===== config.mk =====
export PLATFORM = sky130hd
export DESIGN_NAME = mem_access_stage_flat
export DESIGN_NICKNAME = d
export VERILOG_FILES = /design/src/rtl/mem_access_stage_if.sv /design/src/rtl/mem_access_stage.sv /design/src/flat_wrapper.sv
export SDC_FILE = /design/constraint.sdc
export NUM_CORES = 1
export LEC_CHECK = 0
export ABC_AREA = 1
export CAP_MARGIN = 20
export CORE_MARGIN = 2
export CORE_UTILIZATION = 35
export DETAILED_ROUTE_END_ITERATION = 8
export GPL_ROUTABILITY_DRIVEN = 0
export PLACE_DENSITY_LB_ADDON = 0.25
export SYNTH_ARGS = -nofsm -noshare
export SYNTH_HDL_FRONTEND = slang
export SYNTH_SLANG_ARGS = --single-unit
export TNS_END_PERCENT = 50

===== constraint.sdc =====
create_clock -name clk -period 1.7 [get_ports clk]
set_clock_uncertainty 0.1 [all_clocks]
set_input_delay 0.255 -clock clk [delete_from_list [all_inputs] [get_ports clk]]
set_output_delay 0.255 -clock clk [all_outputs]
set_load 0.005 [all_outputs]

===== src/rtl/mem_access_stage_if.sv =====
// Data-memory port between the memory-access stage (master) and the data memory (slave).
// The master drives request, write enable, word address, byte enables and lane-aligned data.
interface mem_access_stage_if #(
    parameter int ADDR_WIDTH  = 32,
    parameter int DATA_LENGTH = 32
);
    logic                   mem_req;
    logic                   mem_we;
    logic [ADDR_WIDTH-1:0]  mem_addr;
    logic [3:0]             mem_be;
    logic [DATA_LENGTH-1:0] mem_wdata;
    logic                   mem_ready;
    logic [DATA_LENGTH-1:0] mem_rdata;

    modport master (
        output mem_req, mem_we, mem_addr, mem_be, mem_wdata,
        input  mem_ready, mem_rdata
    );

    modport slave (
        input  mem_req, mem_we, mem_addr, mem_be, mem_wdata,
        output mem_ready, mem_rdata
    );
endinterface


===== src/rtl/mem_access_stage.sv =====
// RV32I memory-access stage: aligns stores, extends loads, drives a variable-latency
// data-memory port and stalls the pipeline until the access completes.
//
// state | meaning
// IDLE  | no access in flight; decode and launch or fault a new access
// REQ   | request held on the memory port, waiting for mem_ready or watchdog
// DONE  | one unstalled cycle presenting read_data_out / fault_out to MEM/WB
module mem_access_stage #(
    parameter int DATA_LENGTH    = 32,
    parameter int ADDR_WIDTH     = 32,
    parameter int TIMEOUT_CYCLES = 255
) (
    input  logic                   clk,
    input  logic                   rst,
    input  logic                   valid_in,
    input  logic                   mem_read_in,
    input  logic                   mem_write_in,
    input  logic [2:0]             funct3_in,
    input  logic [ADDR_WIDTH-1:0]  alu_res_in,
    input  logic [DATA_LENGTH-1:0] write_data_in,
    output logic [DATA_LENGTH-1:0] read_data_out,
    output logic                   stall_out,
    output logic                   fault_out,
    mem_access_stage_if.master     mem
);

    localparam bit WDOG_EN = (TIMEOUT_CYCLES != 0);
    localparam int CNT_W   = (TIMEOUT_CYCLES > 2) ? $clog2(TIMEOUT_CYCLES) : 1;
    localparam logic [CNT_W-1:0] CNT_LAST = CNT_W'(WDOG_EN ? TIMEOUT_CYCLES - 1 : 0);

    typedef enum logic [1:0] {
        ST_IDLE = 2'd0,
        ST_REQ  = 2'd1,
        ST_DONE = 2'd2
    } state_t;

    state_t                 state_q, state_d;
    logic                   mem_req_q, mem_req_d;
    logic                   mem_we_q, mem_we_d;
    logic [ADDR_WIDTH-1:0]  mem_addr_q, mem_addr_d;
    logic [3:0]             mem_be_q, mem_be_d;
    logic [DATA_LENGTH-1:0] mem_wdata_q, mem_wdata_d;
    logic [2:0]             funct3_q, funct3_d;
    logic [1:0]             offset_q, offset_d;
    logic [DATA_LENGTH-1:0] read_data_q, read_data_d;
    logic                   fault_q, fault_d;
    logic [CNT_W-1:0]       cnt_q, cnt_d;

    logic                   acc;
    logic                   legal_f3;
    logic                   misaligned;
    logic                   bad;
    logic [1:0]             size;
    logic [1:0]             offset_in;
    logic [3:0]             be_new;
    logic [DATA_LENGTH-1:0] wdata_new;
    logic [DATA_LENGTH-1:0] rshift;
    logic [DATA_LENGTH-1:0] load_val;

    // Access decode: legality, alignment and store lane placement.
    always_comb begin
        acc       = valid_in & (mem_read_in | mem_write_in);
        size      = funct3_in[1:0];
        offset_in = alu_res_in[1:0];
        legal_f3  = 1'b0;
        if (mem_read_in) begin
            case (funct3_in)
                3'b000, 3'b001, 3'b010, 3'b100, 3'b101: legal_f3 = 1'b1;
                default:                                legal_f3 = 1'b0;
            endcase
        end else begin
            case (funct3_in)
                3'b000, 3'b001, 3'b010: legal_f3 = 1'b1;
                default:                legal_f3 = 1'b0;
            endcase
        end
        misaligned = ((size == 2'b01) & offset_in[0]) |
                     ((size == 2'b10) & (offset_in != 2'b00));
        bad = (mem_read_in & mem_write_in) | ~legal_f3 | misaligned;

        case (size)
            2'b00:   be_new = 4'b0001 << offset_in;
            2'b01:   be_new = 4'b0011 << offset_in;
            default: be_new = 4'b1111;
        endcase
        case (size)
            2'b00:   wdata_new = {4{write_data_in[7:0]}};
            2'b01:   wdata_new = {2{write_data_in[15:0]}};
            default: wdata_new = write_data_in;
        endcase
    end

    always_comb begin
        rshift = mem.mem_rdata >> {offset_q, 3'b000};
        case (funct3_q)
            3'b000:  load_val = {{24{rshift[7]}}, rshift[7:0]};
            3'b001:  load_val = {{16{rshift[15]}}, rshift[15:0]};
            3'b100:  load_val = {24'd0, rshift[7:0]};
            3'b101:  load_val = {16'd0, rshift[15:0]};
            default: load_val = rshift;
        endcase
    end

    always_comb begin
        state_d     = state_q;
        mem_req_d   = mem_req_q;
        mem_we_d    = mem_we_q;
        mem_addr_d  = mem_addr_q;
        mem_be_d    = mem_be_q;
        mem_wdata_d = mem_wdata_q;
        funct3_d    = funct3_q;
        offset_d    = offset_q;
        read_data_d = read_data_q;
        fault_d     = fault_q;
        cnt_d       = cnt_q;
        stall_out   = 1'b0;

        case (state_q)
            ST_IDLE: begin
                if (acc) begin
                    stall_out = 1'b1;
                    if (bad) begin
                        state_d = ST_DONE;
                        fault_d = 1'b1;
                    end else begin
                        state_d     = ST_REQ;
                        mem_req_d   = 1'b1;
                        mem_we_d    = mem_write_in;
                        mem_addr_d  = {alu_res_in[ADDR_WIDTH-1:2], 2'b00};
                        mem_be_d    = be_new;
                        mem_wdata_d = wdata_new;
                        funct3_d    = funct3_in;
                        offset_d    = offset_in;
                        fault_d     = 1'b0;
                        cnt_d       = '0;
                    end
                end
            end
            ST_REQ: begin
                stall_out = 1'b1;
                cnt_d     = cnt_q + CNT_W'(1);
                if (mem.mem_ready) begin
                    mem_req_d = 1'b0;
                    state_d   = ST_DONE;
                    fault_d   = 1'b0;
                    if (!mem_we_q) begin
                        read_data_d = load_val;
                    end
                end else if (WDOG_EN && (cnt_q == CNT_LAST)) begin
                    mem_req_d = 1'b0;
                    state_d   = ST_DONE;
                    fault_d   = 1'b1;
                end
            end
            ST_DONE: begin
                // Inputs still hold the finished op here; they are deliberately ignored.
                state_d = ST_IDLE;
                fault_d = 1'b0;
                cnt_d   = '0;
            end
            default: begin
                state_d   = ST_IDLE;
                mem_req_d = 1'b0;
                fault_d   = 1'b0;
            end
        endcase
    end

    always_ff @(posedge clk or negedge rst) begin
        if (!rst) begin
            state_q     <= ST_IDLE;
            mem_req_q   <= 1'b0;
            mem_we_q    <= 1'b0;
            mem_addr_q  <= '0;
            mem_be_q    <= 4'b0000;
            mem_wdata_q <= '0;
            funct3_q    <= 3'b000;
            offset_q    <= 2'b00;
            read_data_q <= '0;
            fault_q     <= 1'b0;
            cnt_q       <= '0;
        end else begin
            state_q     <= state_d;
            mem_req_q   <= mem_req_d;
            mem_we_q    <= mem_we_d;
            mem_addr_q  <= mem_addr_d;
            mem_be_q    <= mem_be_d;
            mem_wdata_q <= mem_wdata_d;
            funct3_q    <= funct3_d;
            offset_q    <= offset_d;
            read_data_q <= read_data_d;
            fault_q     <= fault_d;
            cnt_q       <= cnt_d;
        end
    end

    assign mem.mem_req   = mem_req_q;
    assign mem.mem_we    = mem_we_q;
    assign mem.mem_addr  = mem_addr_q;
    assign mem.mem_be    = mem_be_q;
    assign mem.mem_wdata = mem_wdata_q;
    assign read_data_out = read_data_q;
    assign fault_out     = fault_q;

endmodule


===== src/flat_wrapper.sv =====
// flat-port wrapper written by rule: the top's interface ports become plain ports
module mem_access_stage_flat 
#(
    parameter int DATA_LENGTH    = 32,
    parameter int ADDR_WIDTH     = 32,
    parameter int TIMEOUT_CYCLES = 255
)
  (clk, rst, valid_in, mem_read_in, mem_write_in, funct3_in, alu_res_in, write_data_in, read_data_out, stall_out, fault_out, mem_mem_req, mem_mem_we, mem_mem_addr, mem_mem_be, mem_mem_wdata, mem_mem_ready, mem_mem_rdata);
  mem_access_stage_if #(.ADDR_WIDTH(ADDR_WIDTH), .DATA_LENGTH(DATA_LENGTH)) mem_i ();
  input  logic clk;
  input  logic rst;
  input  logic valid_in;
  input  logic mem_read_in;
  input  logic mem_write_in;
  input  logic [2:0] funct3_in;
  input  logic [ADDR_WIDTH-1:0] alu_res_in;
  input  logic [DATA_LENGTH-1:0] write_data_in;
  output logic [DATA_LENGTH-1:0] read_data_out;
  output logic stall_out;
  output logic fault_out;
  output wire logic [$bits(mem_i.mem_req)-1:0] mem_mem_req;
  output wire logic [$bits(mem_i.mem_we)-1:0] mem_mem_we;
  output wire logic [$bits(mem_i.mem_addr)-1:0] mem_mem_addr;
  output wire logic [$bits(mem_i.mem_be)-1:0] mem_mem_be;
  output wire logic [$bits(mem_i.mem_wdata)-1:0] mem_mem_wdata;
  input wire logic [$bits(mem_i.mem_ready)-1:0] mem_mem_ready;
  input wire logic [$bits(mem_i.mem_rdata)-1:0] mem_mem_rdata;
  assign mem_mem_req = mem_i.mem_req;
  assign mem_mem_we = mem_i.mem_we;
  assign mem_mem_addr = mem_i.mem_addr;
  assign mem_mem_be = mem_i.mem_be;
  assign mem_mem_wdata = mem_i.mem_wdata;
  assign mem_i.mem_ready = mem_mem_ready;
  assign mem_i.mem_rdata = mem_mem_rdata;
  mem_access_stage #(.DATA_LENGTH(DATA_LENGTH), .ADDR_WIDTH(ADDR_WIDTH), .TIMEOUT_CYCLES(TIMEOUT_CYCLES)) u_core (.clk(clk), .rst(rst), .valid_in(valid_in), .mem_read_in(mem_read_in), .mem_write_in(mem_write_in), .funct3_in(funct3_in), .alu_res_in(alu_res_in), .write_data_in(write_data_in), .read_data_out(read_data_out), .stall_out(stall_out), .fault_out(fault_out), .mem(mem_i));
endmodule

==> run_results.csv <==
group,metric,value,unit
route,firstDrtPassIters,4,
route,drc,0,
clocking,insertion_delay,0.41,ns
timing,fmax,0.601,GHz
setup_path,timing.rr.start,"u_core.offset_q[1]",
setup_path,slowest_stage,"clkdlybuf4s50_1",
pwr,peakVddDrop,803,uV
timing,finalHoldViolations,0,
setup_path,critPathLaunch,"u_core.mem.mem_wdata[24]",
clocking,cts_setup_buffers,0,
setup_path,worst-r2r-cell-count,8,
setup_path,reg2reg_setup_slack,0.11,ns
placement,place_area,8590,um^2
logic_synthesis,synth_seq_area_share,48.2,%
global_route,grt_pass1_wl,31200,um
logic_synthesis,synthesis.instances,802,
placement,portBuffers,206,
clocking,numCtsBuffers,17,
clocking,cts.sinks,116,
logic_synthesis,yosysWarnings,0,
timing,worstMarginPinSlew,0.628,ns
setup_path,cp_max_fo,2,
route,route.detailed.wl_per_inst,15.3,um
global_route,grt_usage,21.7,%
logic_synthesis,synth_seq_cells,116,
setup_path,slowest_delay,0.55,ns
pwr,pwr-share-comb,42.3,%
global_route,antenna_found_initial,0,
hold_path,hp-class,"in -> async",
logic_synthesis,synth_top_family_by_area,"simple AND/OR/NAND/NOR gates",
logic_synthesis,synth-compound-area-share,6.81,%
placement,dpl.hpwl,13600,um
clocking,cts_buffer_depth,2,
route,drt_iter0_markers,388,
run,drv_cap,0,
die,fp.dieH,135,um
setup_path,r2r_end,"u_core.read_data_out[10]",
die,core_area,16700,um^2
setup_path,crit_arrival,1.31,ns
setup_path,worstSetupEndpoint,"mem_mem_wdata[24]",
setup_path,critPathKind,"reg -> out",
global_route,grt_max_degree,60,
setup_path,crit_required,1.34,ns
layout,post-route-util,55.5,%
timing,final.setup.worst_slack,0.0354,ns
clocking,cts_tree,"yes",
logic_synthesis,dominantRegCellSynth,"dfrtp_1",
layout,final_nets,1128,
placement,dp.cells,1221,
route,routed_via_density,4.93,
layout,syn_to_final_growth,53.8,%
timing,fin_crit_sh,97.9,%
logic_synthesis,synth_simple_gate_area_share,36.2,%
timing,setup_viol,0,
die,die_w,135,um
logic_synthesis,synthAdderAreaFrac,0.415,%
setup_path,startpoint_type,"flip-flop",
timing,slew_viol_final,0,
setup_path,crit_chain,"clkdlybuf4s50_1",
pwr,power_switching,5.03,mW
pwr,seq_power_share,32.2,%
global_route,overflow,0,
die,ios,209,
setup_path,path_buf_inv,1,
pwr,p_leak,4.68,nW
pwr,switching_share,33.8,%
timing,relSlewSlack,58.1,%
logic_synthesis,synth_xor_area_share,0,%
run_status,status,"finished, final reports clean",
clocking,root_buffer,"clkbuf_16",
setup_path,end_kind,"primary output",
logic_synthesis,async_flop_share,100,%
layout,layout.cells.non_filler,1254,
die,start_util,36.1,%
timing,min_period,1.66,ns
logic_synthesis,syn_area_per_cell,7.51,um^2
pwr,p_per_area,1600,nW/um^2
setup_path,crit_family,"buffers and inverters",
logic_synthesis,synthesis.area,6030,um^2
clocking,htree_levels,4,
pwr,intPower,9.84,mW
logic_synthesis,yosys.cell_types.count,26,
layout,drive_above_1_share,10.3,%
logic_synthesis,synthMuxAreaShare,0,%
route,ant_nets,0,
timing,rsz0062_at_grt,"no",
die,rows,47,
global_route,grt_pass1_vias,6122,
logic_synthesis,synth_edf_count,0,
pwr,p_clk_share,25.5,%
route,finalWirelength,19200,um
placement,dp_worst_setup_slack,-0.313,ns
die,die_area,18300,um^2
clocking,cts.clk_slew.worst_paths,0.06,ns
setup_path,worstSetupPathDepth,1,
route,vias,6185,
layout,diodes,0,
layout,final_area,9270,um^2
==> logic make-up (layout without fill, tap and decap cells) <==
| kind of cell | count (synthesis) | after routing |
|---|---|---|
| AO/OA/AOI/OAI | 72 | 72 |
| AND/OR/NAND/NOR | 499 | 499 |
| flip-flops | 116 | 116 |
| other | 1 | 2 |
| adder cells (fa/ha/maj) | 2 | 2 |
| buffers and inverters | 112 | 343 |
==> final cells by class <==
class                           count  area, um^2
Clock buffer                       22         484
Clock inverter                     10         146
Fill cell                        1594        7430
Inverter                           55         206
Multi-Input combinational cell    575        2650
Sequential cell                   116        2900
Tap cell                          220         275
Timing Repair Buffer              256        2600
==> layout by cell type, fill, tap and decap left out, types with 2 or more instances in the layout <==
master           instances
nor3_1                   2
dlygate4sd2_1            3
clkinvlp_4               4
clkbuf_8                 4
dlymetal6s2s_1          11
nand2_1                330
nand2_2                  2
nor2_2                   2
buf_6                    2
o211ai_1                16
buf_12                  11
a21oi_1                 26
clkdlybuf4s50_1        190
or2_2                    9
conb_1                   2
bufinv_16                3
inv_2                    7
o21ai_0                 21
ha_1                     2
buf_4                   37
nor2_1                  20
or2_1                   10
nand3_1                 45
dfrtp_1                115
nand4_1                 75
clkbuf_16               17
inv_1                   48
clkinv_4                 2
a31oi_1                  8
==> state kept, by name, indices dropped and copies added, names as in the netlist <==
register,count
u_core.funct3_q,3
u_core.mem.mem_addr,30
u_core.state_q,2
u_core.cnt_q,8
u_core.offset_q,2
u_core.mem.mem_we,1
u_core.read_data_out,32
u_core.mem.mem_be,4
u_core.mem.mem_wdata,32
u_core.fault_out,1
u_core.mem.mem_req,1
==> synth_stat cells, types with 4 or more instances <==
cell	instances	area, um^2
a21oi_1	26	130
a31oi_1	8	50.1
buf_2	16	80.1
buf_4	4	30.0
buf_6	6	67.6
clkbuf_1	28	105
dfrtp_1	116	2900
inv_1	49	184
inv_2	6	22.5
nand2_1	331	1240
nand3_1	46	230
nand4_1	75	469
nor2_1	22	82.6
o211ai_1	16	120
o21ai_0	21	105
or2_1	10	62.6
or2_2	9	56.3
==> worst min-delay path by stage <==
| stage | to | slack (ns) | startpoint | depth (start not counted) |
|---|---|---|---|---|
| after floorplan | u_core.cnt_q[0] | -0.14 | rst | 0 |
| after global placement | u_core.mem.mem_wdata[6] | 0.19 | rst | 2 |
| after detailed placement | u_core.mem.mem_wdata[5] | 0.19 | rst | 2 |
| after CTS | u_core.mem.mem_addr[12] | 0.28 | alu_res_in[12] | 3 |
| after global routing | u_core.mem.mem_wdata[5] | 0.30 | rst | 3 |
| final | u_core.mem.mem_wdata[5] | 0.27 | rst | 3 |
==> timing repair <==
item | 4_1_cts | 5_1_grt
hold buffers | 1 | 0
setup endpoints to repair | 19 | 31
resized for setup | 6 | 17
endpoints found under the hold margin | 116 | 0
==> metrics by stage <==
step / TNS, ns / hold slack, ns / power [mW]
2_1_floorplan: 0 / -0.141 / 7.37
3_3_place_gp: -19.11 / 0.195 / 11.1
3_5_place_dp: -24.56 / 0.194 / 11.1
4_1_cts: 0 / 0.278 / 15.0
5_1_grt: 0 / 0.302 / 15.9
6_report: 0 / 0.266 / 14.9
==> power groups by stage <==
stage / Sequential, mW / Combinational, mW / Clock, mW
CTS: 4.81 / 6.36 / 3.86
global route: 4.96 / 6.96 / 3.99
finish: 4.79 / 6.29 / 3.79
global placement: 4.82 / 6.27 / 0
detailed placement: 4.81 / 6.34 / 0
floorplan: 4.77 / 2.60 / 0
==> per-layer routing <==
| layer | global-route usage [%] | share of wire, % |
|---|---|---|
| met1 | 28.6 | 44 |
| met2 | 33.4 | 45 |
| met3 | 7.26 | 8.8 |
| met4 | 7.75 | 2.0 |
| met5 | 0 | 0 |
Power figures use the tool's default switching activity.
